### src/rtl/dmem_arbiter_if.sv
// Signal bundle between dmem_arbiter, its two requesters (cpu_*, dbg_*) and data_memory (mem_*).
interface dmem_arbiter_if #(
    parameter int DMEM_ADDR_WIDTH = 12,
    parameter int DMEM_DATA_WIDTH = 32
);
    logic                       cpu_req;
    logic                       cpu_we;
    logic [1:0]                 cpu_rw_mode;
    logic [DMEM_ADDR_WIDTH-1:0] cpu_addr;
    logic [DMEM_DATA_WIDTH-1:0] cpu_wdata;
    logic                       cpu_gnt;
    logic                       cpu_rvalid;
    logic [DMEM_DATA_WIDTH-1:0] cpu_rdata;
    logic                       cpu_err;

    logic                       dbg_req;
    logic                       dbg_we;
    logic [1:0]                 dbg_rw_mode;
    logic [DMEM_ADDR_WIDTH-1:0] dbg_addr;
    logic [DMEM_DATA_WIDTH-1:0] dbg_wdata;
    logic                       dbg_gnt;
    logic                       dbg_rvalid;
    logic [DMEM_DATA_WIDTH-1:0] dbg_rdata;
    logic                       dbg_err;
    logic                       dbg_lock;

    logic                       mem_wr_en;
    logic [1:0]                 mem_rw_mode;
    logic [DMEM_ADDR_WIDTH-1:0] mem_addr;
    logic [DMEM_DATA_WIDTH-1:0] mem_w_data;
    logic [DMEM_DATA_WIDTH-1:0] mem_r_data;

    // Handshake: a requester holds req and its fields stable until it sees gnt high in
    // the same cycle (gnt is combinational); rvalid/err are registered one-cycle pulses.
    modport slave (
        input  cpu_req, cpu_we, cpu_rw_mode, cpu_addr, cpu_wdata,
        output cpu_gnt, cpu_rvalid, cpu_rdata, cpu_err,
        input  dbg_req, dbg_we, dbg_rw_mode, dbg_addr, dbg_wdata, dbg_lock,
        output dbg_gnt, dbg_rvalid, dbg_rdata, dbg_err,
        output mem_wr_en, mem_rw_mode, mem_addr, mem_w_data,
        input  mem_r_data
    );

    modport master (
        output cpu_req, cpu_we, cpu_rw_mode, cpu_addr, cpu_wdata,
        input  cpu_gnt, cpu_rvalid, cpu_rdata, cpu_err,
        output dbg_req, dbg_we, dbg_rw_mode, dbg_addr, dbg_wdata, dbg_lock,
        input  dbg_gnt, dbg_rvalid, dbg_rdata, dbg_err,
        input  mem_wr_en, mem_rw_mode, mem_addr, mem_w_data,
        output mem_r_data
    );
endinterface

### src/rtl/dmem_arbiter.sv
// Round-robin arbiter sharing one data_memory port between the CPU and debug requesters.
// Optional debug bus lock is compiled in with `define DMEM_ARB_LOCK_EN.
module dmem_arbiter #(
    parameter int DMEM_ADDR_WIDTH = 12,
    parameter int DMEM_DATA_WIDTH = 32
) (
    input  logic          clk,
    input  logic          rst,
    dmem_arbiter_if.slave bus
);
    typedef enum logic { OWN_CPU = 1'b0, OWN_DBG = 1'b1 } owner_e;

    owner_e                     last_owner;
    logic                       cpu_win;
    logic                       dbg_win;
    logic                       any_win;
    logic                       issue;
    logic                       cpu_blocked;
    logic                       cpu_legal;
    logic                       dbg_legal;
    logic                       win_legal;
    logic                       win_we;
    logic [1:0]                 win_mode;
    logic [DMEM_ADDR_WIDTH-1:0] win_addr;
    logic [DMEM_DATA_WIDTH-1:0] win_wdata;

    logic [1:0]                 mode_q;
    logic [DMEM_ADDR_WIDTH-1:0] addr_q;
    logic [DMEM_DATA_WIDTH-1:0] wdata_q;

    logic                       cpu_rvalid_q;
    logic                       cpu_err_q;
    logic [DMEM_DATA_WIDTH-1:0] cpu_rdata_q;
    logic                       dbg_rvalid_q;
    logic                       dbg_err_q;
    logic [DMEM_DATA_WIDTH-1:0] dbg_rdata_q;

    function automatic logic access_legal(input logic [1:0] mode, input logic [1:0] lsb);
        logic ok;
        case (mode)
            2'b00:   ok = 1'b1;
            2'b01:   ok = ~lsb[0];
            2'b10:   ok = (lsb == 2'b00);
            default: ok = 1'b0;
        endcase
        return ok;
    endfunction

    assign cpu_legal = access_legal(bus.cpu_rw_mode, bus.cpu_addr[1:0]);
    assign dbg_legal = access_legal(bus.dbg_rw_mode, bus.dbg_addr[1:0]);

`ifdef DMEM_ARB_LOCK_EN
    logic lock_active;

    // Armed only by an actual dbg grant with dbg_lock high, so a lock raised while the
    // CPU was last served waits for dbg's next round-robin win.
    always_ff @(posedge clk or negedge rst) begin
        if (!rst) begin
            lock_active <= 1'b0;
        end else begin
            lock_active <= dbg_win && bus.dbg_lock;
        end
    end

    assign cpu_blocked = lock_active && bus.dbg_req && bus.dbg_lock;
`else
    logic unused_lock;
    assign unused_lock = bus.dbg_lock;
    assign cpu_blocked = 1'b0;
`endif

    // Grants are gated by rst so nothing is accepted or written while reset is held.
    always_comb begin
        cpu_win = 1'b0;
        dbg_win = 1'b0;
        if (rst) begin
            if (bus.cpu_req && !cpu_blocked && (!bus.dbg_req || last_owner == OWN_DBG)) begin
                cpu_win = 1'b1;
            end else if (bus.dbg_req) begin
                dbg_win = 1'b1;
            end
        end
    end

    always_comb begin
        win_we    = bus.dbg_we;
        win_mode  = bus.dbg_rw_mode;
        win_addr  = bus.dbg_addr;
        win_wdata = bus.dbg_wdata;
        win_legal = dbg_legal;
        if (cpu_win) begin
            win_we    = bus.cpu_we;
            win_mode  = bus.cpu_rw_mode;
            win_addr  = bus.cpu_addr;
            win_wdata = bus.cpu_wdata;
            win_legal = cpu_legal;
        end
    end

    assign any_win = cpu_win || dbg_win;
    assign issue   = any_win && win_legal;

    assign bus.cpu_gnt     = cpu_win;
    assign bus.dbg_gnt     = dbg_win;
    assign bus.mem_wr_en   = issue && win_we;
    assign bus.mem_rw_mode = issue ? win_mode  : mode_q;
    assign bus.mem_addr    = issue ? win_addr  : addr_q;
    assign bus.mem_w_data  = issue ? win_wdata : wdata_q;

    assign bus.cpu_rvalid = cpu_rvalid_q;
    assign bus.cpu_err    = cpu_err_q;
    assign bus.cpu_rdata  = cpu_rdata_q;
    assign bus.dbg_rvalid = dbg_rvalid_q;
    assign bus.dbg_err    = dbg_err_q;
    assign bus.dbg_rdata  = dbg_rdata_q;

    // data_memory presents read data for the address issued this cycle; it is captured
    // at the closing edge so the owner sees rvalid/rdata in the following cycle.
    always_ff @(posedge clk or negedge rst) begin
        if (!rst) begin
            last_owner   <= OWN_DBG;
            mode_q       <= '0;
            addr_q       <= '0;
            wdata_q      <= '0;
            cpu_rvalid_q <= 1'b0;
            cpu_err_q    <= 1'b0;
            cpu_rdata_q  <= '0;
            dbg_rvalid_q <= 1'b0;
            dbg_err_q    <= 1'b0;
            dbg_rdata_q  <= '0;
        end else begin
            if (any_win) begin
                last_owner <= cpu_win ? OWN_CPU : OWN_DBG;
            end
            if (issue) begin
                mode_q  <= win_mode;
                addr_q  <= win_addr;
                wdata_q <= win_wdata;
            end
            cpu_rvalid_q <= issue && !win_we && cpu_win;
            dbg_rvalid_q <= issue && !win_we && dbg_win;
            cpu_err_q    <= cpu_win && !win_legal;
            dbg_err_q    <= dbg_win && !win_legal;
            if (issue && !win_we && cpu_win) begin
                cpu_rdata_q <= bus.mem_r_data;
            end
            if (issue && !win_we && dbg_win) begin
                dbg_rdata_q <= bus.mem_r_data;
            end
        end
    end
endmodule

### src/flat_wrapper.sv
// flat-port wrapper written by rule: the top's interface ports become plain ports
module dmem_arbiter_flat 
#(
    parameter int DMEM_ADDR_WIDTH = 12,
    parameter int DMEM_DATA_WIDTH = 32
)
  (clk, rst, bus_cpu_req, bus_cpu_we, bus_cpu_rw_mode, bus_cpu_addr, bus_cpu_wdata, bus_cpu_gnt, bus_cpu_rvalid, bus_cpu_rdata, bus_cpu_err, bus_dbg_req, bus_dbg_we, bus_dbg_rw_mode, bus_dbg_addr, bus_dbg_wdata, bus_dbg_lock, bus_dbg_gnt, bus_dbg_rvalid, bus_dbg_rdata, bus_dbg_err, bus_mem_wr_en, bus_mem_rw_mode, bus_mem_addr, bus_mem_w_data, bus_mem_r_data);
  dmem_arbiter_if #(.DMEM_ADDR_WIDTH(DMEM_ADDR_WIDTH), .DMEM_DATA_WIDTH(DMEM_DATA_WIDTH)) bus_i ();
  input  logic clk;
  input  logic rst;
  input wire logic [$bits(bus_i.cpu_req)-1:0] bus_cpu_req;
  input wire logic [$bits(bus_i.cpu_we)-1:0] bus_cpu_we;
  input wire logic [$bits(bus_i.cpu_rw_mode)-1:0] bus_cpu_rw_mode;
  input wire logic [$bits(bus_i.cpu_addr)-1:0] bus_cpu_addr;
  input wire logic [$bits(bus_i.cpu_wdata)-1:0] bus_cpu_wdata;
  output wire logic [$bits(bus_i.cpu_gnt)-1:0] bus_cpu_gnt;
  output wire logic [$bits(bus_i.cpu_rvalid)-1:0] bus_cpu_rvalid;
  output wire logic [$bits(bus_i.cpu_rdata)-1:0] bus_cpu_rdata;
  output wire logic [$bits(bus_i.cpu_err)-1:0] bus_cpu_err;
  input wire logic [$bits(bus_i.dbg_req)-1:0] bus_dbg_req;
  input wire logic [$bits(bus_i.dbg_we)-1:0] bus_dbg_we;
  input wire logic [$bits(bus_i.dbg_rw_mode)-1:0] bus_dbg_rw_mode;
  input wire logic [$bits(bus_i.dbg_addr)-1:0] bus_dbg_addr;
  input wire logic [$bits(bus_i.dbg_wdata)-1:0] bus_dbg_wdata;
  input wire logic [$bits(bus_i.dbg_lock)-1:0] bus_dbg_lock;
  output wire logic [$bits(bus_i.dbg_gnt)-1:0] bus_dbg_gnt;
  output wire logic [$bits(bus_i.dbg_rvalid)-1:0] bus_dbg_rvalid;
  output wire logic [$bits(bus_i.dbg_rdata)-1:0] bus_dbg_rdata;
  output wire logic [$bits(bus_i.dbg_err)-1:0] bus_dbg_err;
  output wire logic [$bits(bus_i.mem_wr_en)-1:0] bus_mem_wr_en;
  output wire logic [$bits(bus_i.mem_rw_mode)-1:0] bus_mem_rw_mode;
  output wire logic [$bits(bus_i.mem_addr)-1:0] bus_mem_addr;
  output wire logic [$bits(bus_i.mem_w_data)-1:0] bus_mem_w_data;
  input wire logic [$bits(bus_i.mem_r_data)-1:0] bus_mem_r_data;
  assign bus_i.cpu_req = bus_cpu_req;
  assign bus_i.cpu_we = bus_cpu_we;
  assign bus_i.cpu_rw_mode = bus_cpu_rw_mode;
  assign bus_i.cpu_addr = bus_cpu_addr;
  assign bus_i.cpu_wdata = bus_cpu_wdata;
  assign bus_cpu_gnt = bus_i.cpu_gnt;
  assign bus_cpu_rvalid = bus_i.cpu_rvalid;
  assign bus_cpu_rdata = bus_i.cpu_rdata;
  assign bus_cpu_err = bus_i.cpu_err;
  assign bus_i.dbg_req = bus_dbg_req;
  assign bus_i.dbg_we = bus_dbg_we;
  assign bus_i.dbg_rw_mode = bus_dbg_rw_mode;
  assign bus_i.dbg_addr = bus_dbg_addr;
  assign bus_i.dbg_wdata = bus_dbg_wdata;
  assign bus_i.dbg_lock = bus_dbg_lock;
  assign bus_dbg_gnt = bus_i.dbg_gnt;
  assign bus_dbg_rvalid = bus_i.dbg_rvalid;
  assign bus_dbg_rdata = bus_i.dbg_rdata;
  assign bus_dbg_err = bus_i.dbg_err;
  assign bus_mem_wr_en = bus_i.mem_wr_en;
  assign bus_mem_rw_mode = bus_i.mem_rw_mode;
  assign bus_mem_addr = bus_i.mem_addr;
  assign bus_mem_w_data = bus_i.mem_w_data;
  assign bus_i.mem_r_data = bus_mem_r_data;
  dmem_arbiter #(.DMEM_ADDR_WIDTH(DMEM_ADDR_WIDTH), .DMEM_DATA_WIDTH(DMEM_DATA_WIDTH)) u_core (.clk(clk), .rst(rst), .bus(bus_i));
endmodule
### config.mk
export PLATFORM = sky130hd
export DESIGN_NAME = dmem_arbiter_flat
export DESIGN_NICKNAME = d
export VERILOG_FILES = /design/src/rtl/dmem_arbiter_if.sv /design/src/rtl/dmem_arbiter.sv /design/src/flat_wrapper.sv
export SDC_FILE = /design/constraint.sdc
export NUM_CORES = 1
export LEC_CHECK = 0
export CAP_MARGIN = 10
export CORE_MARGIN = 2
export CORE_UTILIZATION = 43
export DETAILED_ROUTE_END_ITERATION = 16
export PLACE_DENSITY = 0.91
export SYNTH_ARGS = -nofsm -noshare
export SYNTH_HDL_FRONTEND = slang
export SYNTH_SLANG_ARGS = --single-unit
### constraint.sdc
create_clock -name clk -period 4.9 [get_ports clk]
set_input_delay 0.98 -clock clk [delete_from_list [all_inputs] [get_ports clk]]
set_output_delay 0.98 -clock clk [all_outputs]
set_load 0.05 [all_outputs]
==> flow_metrics.tcl <==
set metrics [dict create \
    status "finished, final reports clean" \
    worst_pin_slew_ps 929 \
    holdBufCountCts 0 \
    vias_per_cell 4.90 \
    htreeDepth 4 \
    cts_buffer_depth 2 \
    dpl_cell_area_mm2 0.00742 \
    cp_max_fo 31 \
    min_period_ps 4210 \
    max-slew-margin-rel_pct 38.1 \
    peakVddDrop_v 0.000400 \
    hold_violations 0 \
    root_buffer "clkbuf_16" \
    p_leak_nw 3.41 \
    yosysTopAreaCellShare_pct 57.8 \
    required_ps 3920 \
    hold_end "u_core.wdata_q[26]$_DFF_PN0_" \
    die_x_um 111 \
    drt_wl_total_mm 12.7 \
    cap_violations 0 \
    reg2reg_slack_ps 2740 \
    worstPathArrival_ps 3230 \
    fin_area_mm2 0.00801 \
    die_h_um 111 \
    drtIter0Drc 87 \
    antenna_found_initial 0 \
    overflow 0 \
    post-route-util_pct 70.8 \
    synth_nets 441 \
    reg2reg_to "u_core.wdata_q[13]$_DFF_PN0_" \
    nNetsFinal 697 \
    syn_avg_cell_area_um2 15.9 \
    area_growth_pct 62.2 \
    rsz0062_at_grt "false" \
    path_class "in -> out" \
    cts_tree "yes" \
    finalSetupViolCount 0 \
    hold_depth 1 \
    rows 39 \
    synth_top_cell_by_area "dfrtp_1" \
    hp-class "reg -> reg" \
    synthTopCellsByArea "dfrtp_1 58%, mux2_2 33%, mux2_4 3.6%" \
    critPathLaunchType "input port" \
    power_density_mw_per_mm2 569 \
    synthCells 310 \
    insertion_delay_ps 410 \
    gp_congestion 0.798 \
    post_cts_resized 0 \
    cts_buffers 17 \
    grt_max_degree 76 \
    final_cell_mix "198 x clkdlybuf4s50_1, 144 x mux2_2, 114 x dfrtp_1" \
    grt_pass1_vias 4054 \
    synth_seq_cells 115 \
    fin_setup_tns_ps 0 \
    portBuffers 246 \
    final_common_cell "clkdlybuf4s50_1" \
    cts_sinks 115 \
    core_mm2 0.0113 \
    ant_nets 0 \
    io_pins 248 \
    clk_pin_slew_ps 50 \
    fmax_mhz 237 \
    skew_ps 7.26 \
    start_util_pct 43.6 \
    fin_crit_sh_pct 86.0 \
    drv_slew 0 \
    drc 0 \
    vias 3538 \
    reg2regPathDepth 5 \
    drive_above_1_share_pct 43.0 \
    wire_per_inst_um 17.6 \
    ys_warn_count 0 \
    dieArea_mm2 0.0124 \
    num_antenna_cells 0 \
    hpwl_mm 9.48 \
    syn-cell-area_mm2 0.00494 \
    drt_pass1_iterations 6 \
    ys_types 20 \
    grt_pass1_wl_mm 20.7 \
    grt_use_total_pct 21.4 \
    min-delay-start "u_core.wdata_q[26]$_DFF_PN0_" \
    post-cts-setup-buffers 0 \
    timing.rr.start "u_core.last_owner$_DFFE_PN1P_" \
    end_kind "primary output" \
    finalPower_mw 4.56 \
    synth-seq-area-share_pct 58.3 \
]
[sequential cells by signal (all words and copies together) (netlist names)]
signal	count
u_core.last_owner	1
u_core.bus.cpu_err	1
u_core.addr_q	12
u_core.bus.dbg_rvalid	1
u_core.bus.dbg_rdata	32
u_core.bus.cpu_rvalid	1
u_core.wdata_q	32
u_core.bus.cpu_rdata	32
u_core.mode_q	2
u_core.bus.dbg_err	1
[per-stage QoR]
| step | cells | hold slack (ps) | setup WS, ps |
|---|---|---|---|
| final | 722 | 492 | 686 |
| after global routing | 722 | 502 | 576 |
| after CTS | 722 | 496 | 696 |
| after detailed placement | 690 | 483 | 698 |
| after global placement | 690 | 480 | 756 |
| after floorplan | 310 | 519 | 1490 |
[how the worst max path moves through the flow]
stage / start / to / cells past startpoint
floorplan: bus_dbg_req / bus_mem_wr_en / 6
global placement: bus_dbg_req / bus_mem_w_data[30] / 8
detailed placement: bus_dbg_req / bus_mem_w_data[13] / 8
CTS: bus_dbg_req / bus_mem_w_data[13] / 8
global route: bus_dbg_req / bus_mem_w_data[13] / 8
finish: bus_dbg_req / bus_mem_w_data[13] / 8
[layout make-up]
class / count / area [µm²]
Clock buffer: 18 / 439
Clock inverter: 14 / 155
Fill cell: 780 / 3310
Inverter: 4 / 15.0
Multi-Input combinational cell: 175 / 1940
Sequential cell: 115 / 2880
Tap cell: 143 / 179
Timing Repair Buffer: 253 / 2410
[Yosys cell counts (all sizes together)]
cell    number
buf         16
o211ai       1
nor3         5
nand4        1
mux2       156
nand3        1
dfrtp      114
inv          4
nand2        2
or3          1
o22ai        2
nor2         3
a21oi        3
dfstp        1
[kinds of logic after synthesis]
| logic type | after synthesis | share of synthesized area (%) |
|---|---|---|
| compound gates | 6 | 1.11 |
| buf+inv | 20 | 2.76 |
| flops | 115 | 58.3 |
| mux | 156 | 36.5 |
| simple gates | 13 | 1.34 |
[critical path, stage by stage]
cell and delay [ps]:
clkdlybuf4s50_1 480, inv_2 100, o211ai_4 130, inv_2 390, buf_12 270, mux2_2 380, mux2_2 290, buf_4 200
[power breakdown]
| group | internal, mW | total, mW | leakage (nW) | switching [mW] |
|---|---|---|---|---|
| clock | 0.766 | 1.22 | 0.276 | 0.452 |
| sequential | 1.22 | 1.32 | 1.38 | 0.106 |
| combinational | 0.733 | 2.02 | 1.76 | 1.28 |
| total | 2.72 | 4.56 | 3.41 | 1.84 |
[layer usage]
layer	GRT usage, %	part of all wire (%)
met1	22.4	37
met2	38.0	52
met3	7.93	8.5
met4	9.79	2.2
met5	0	0
Power figures use the tool's default switching activity.
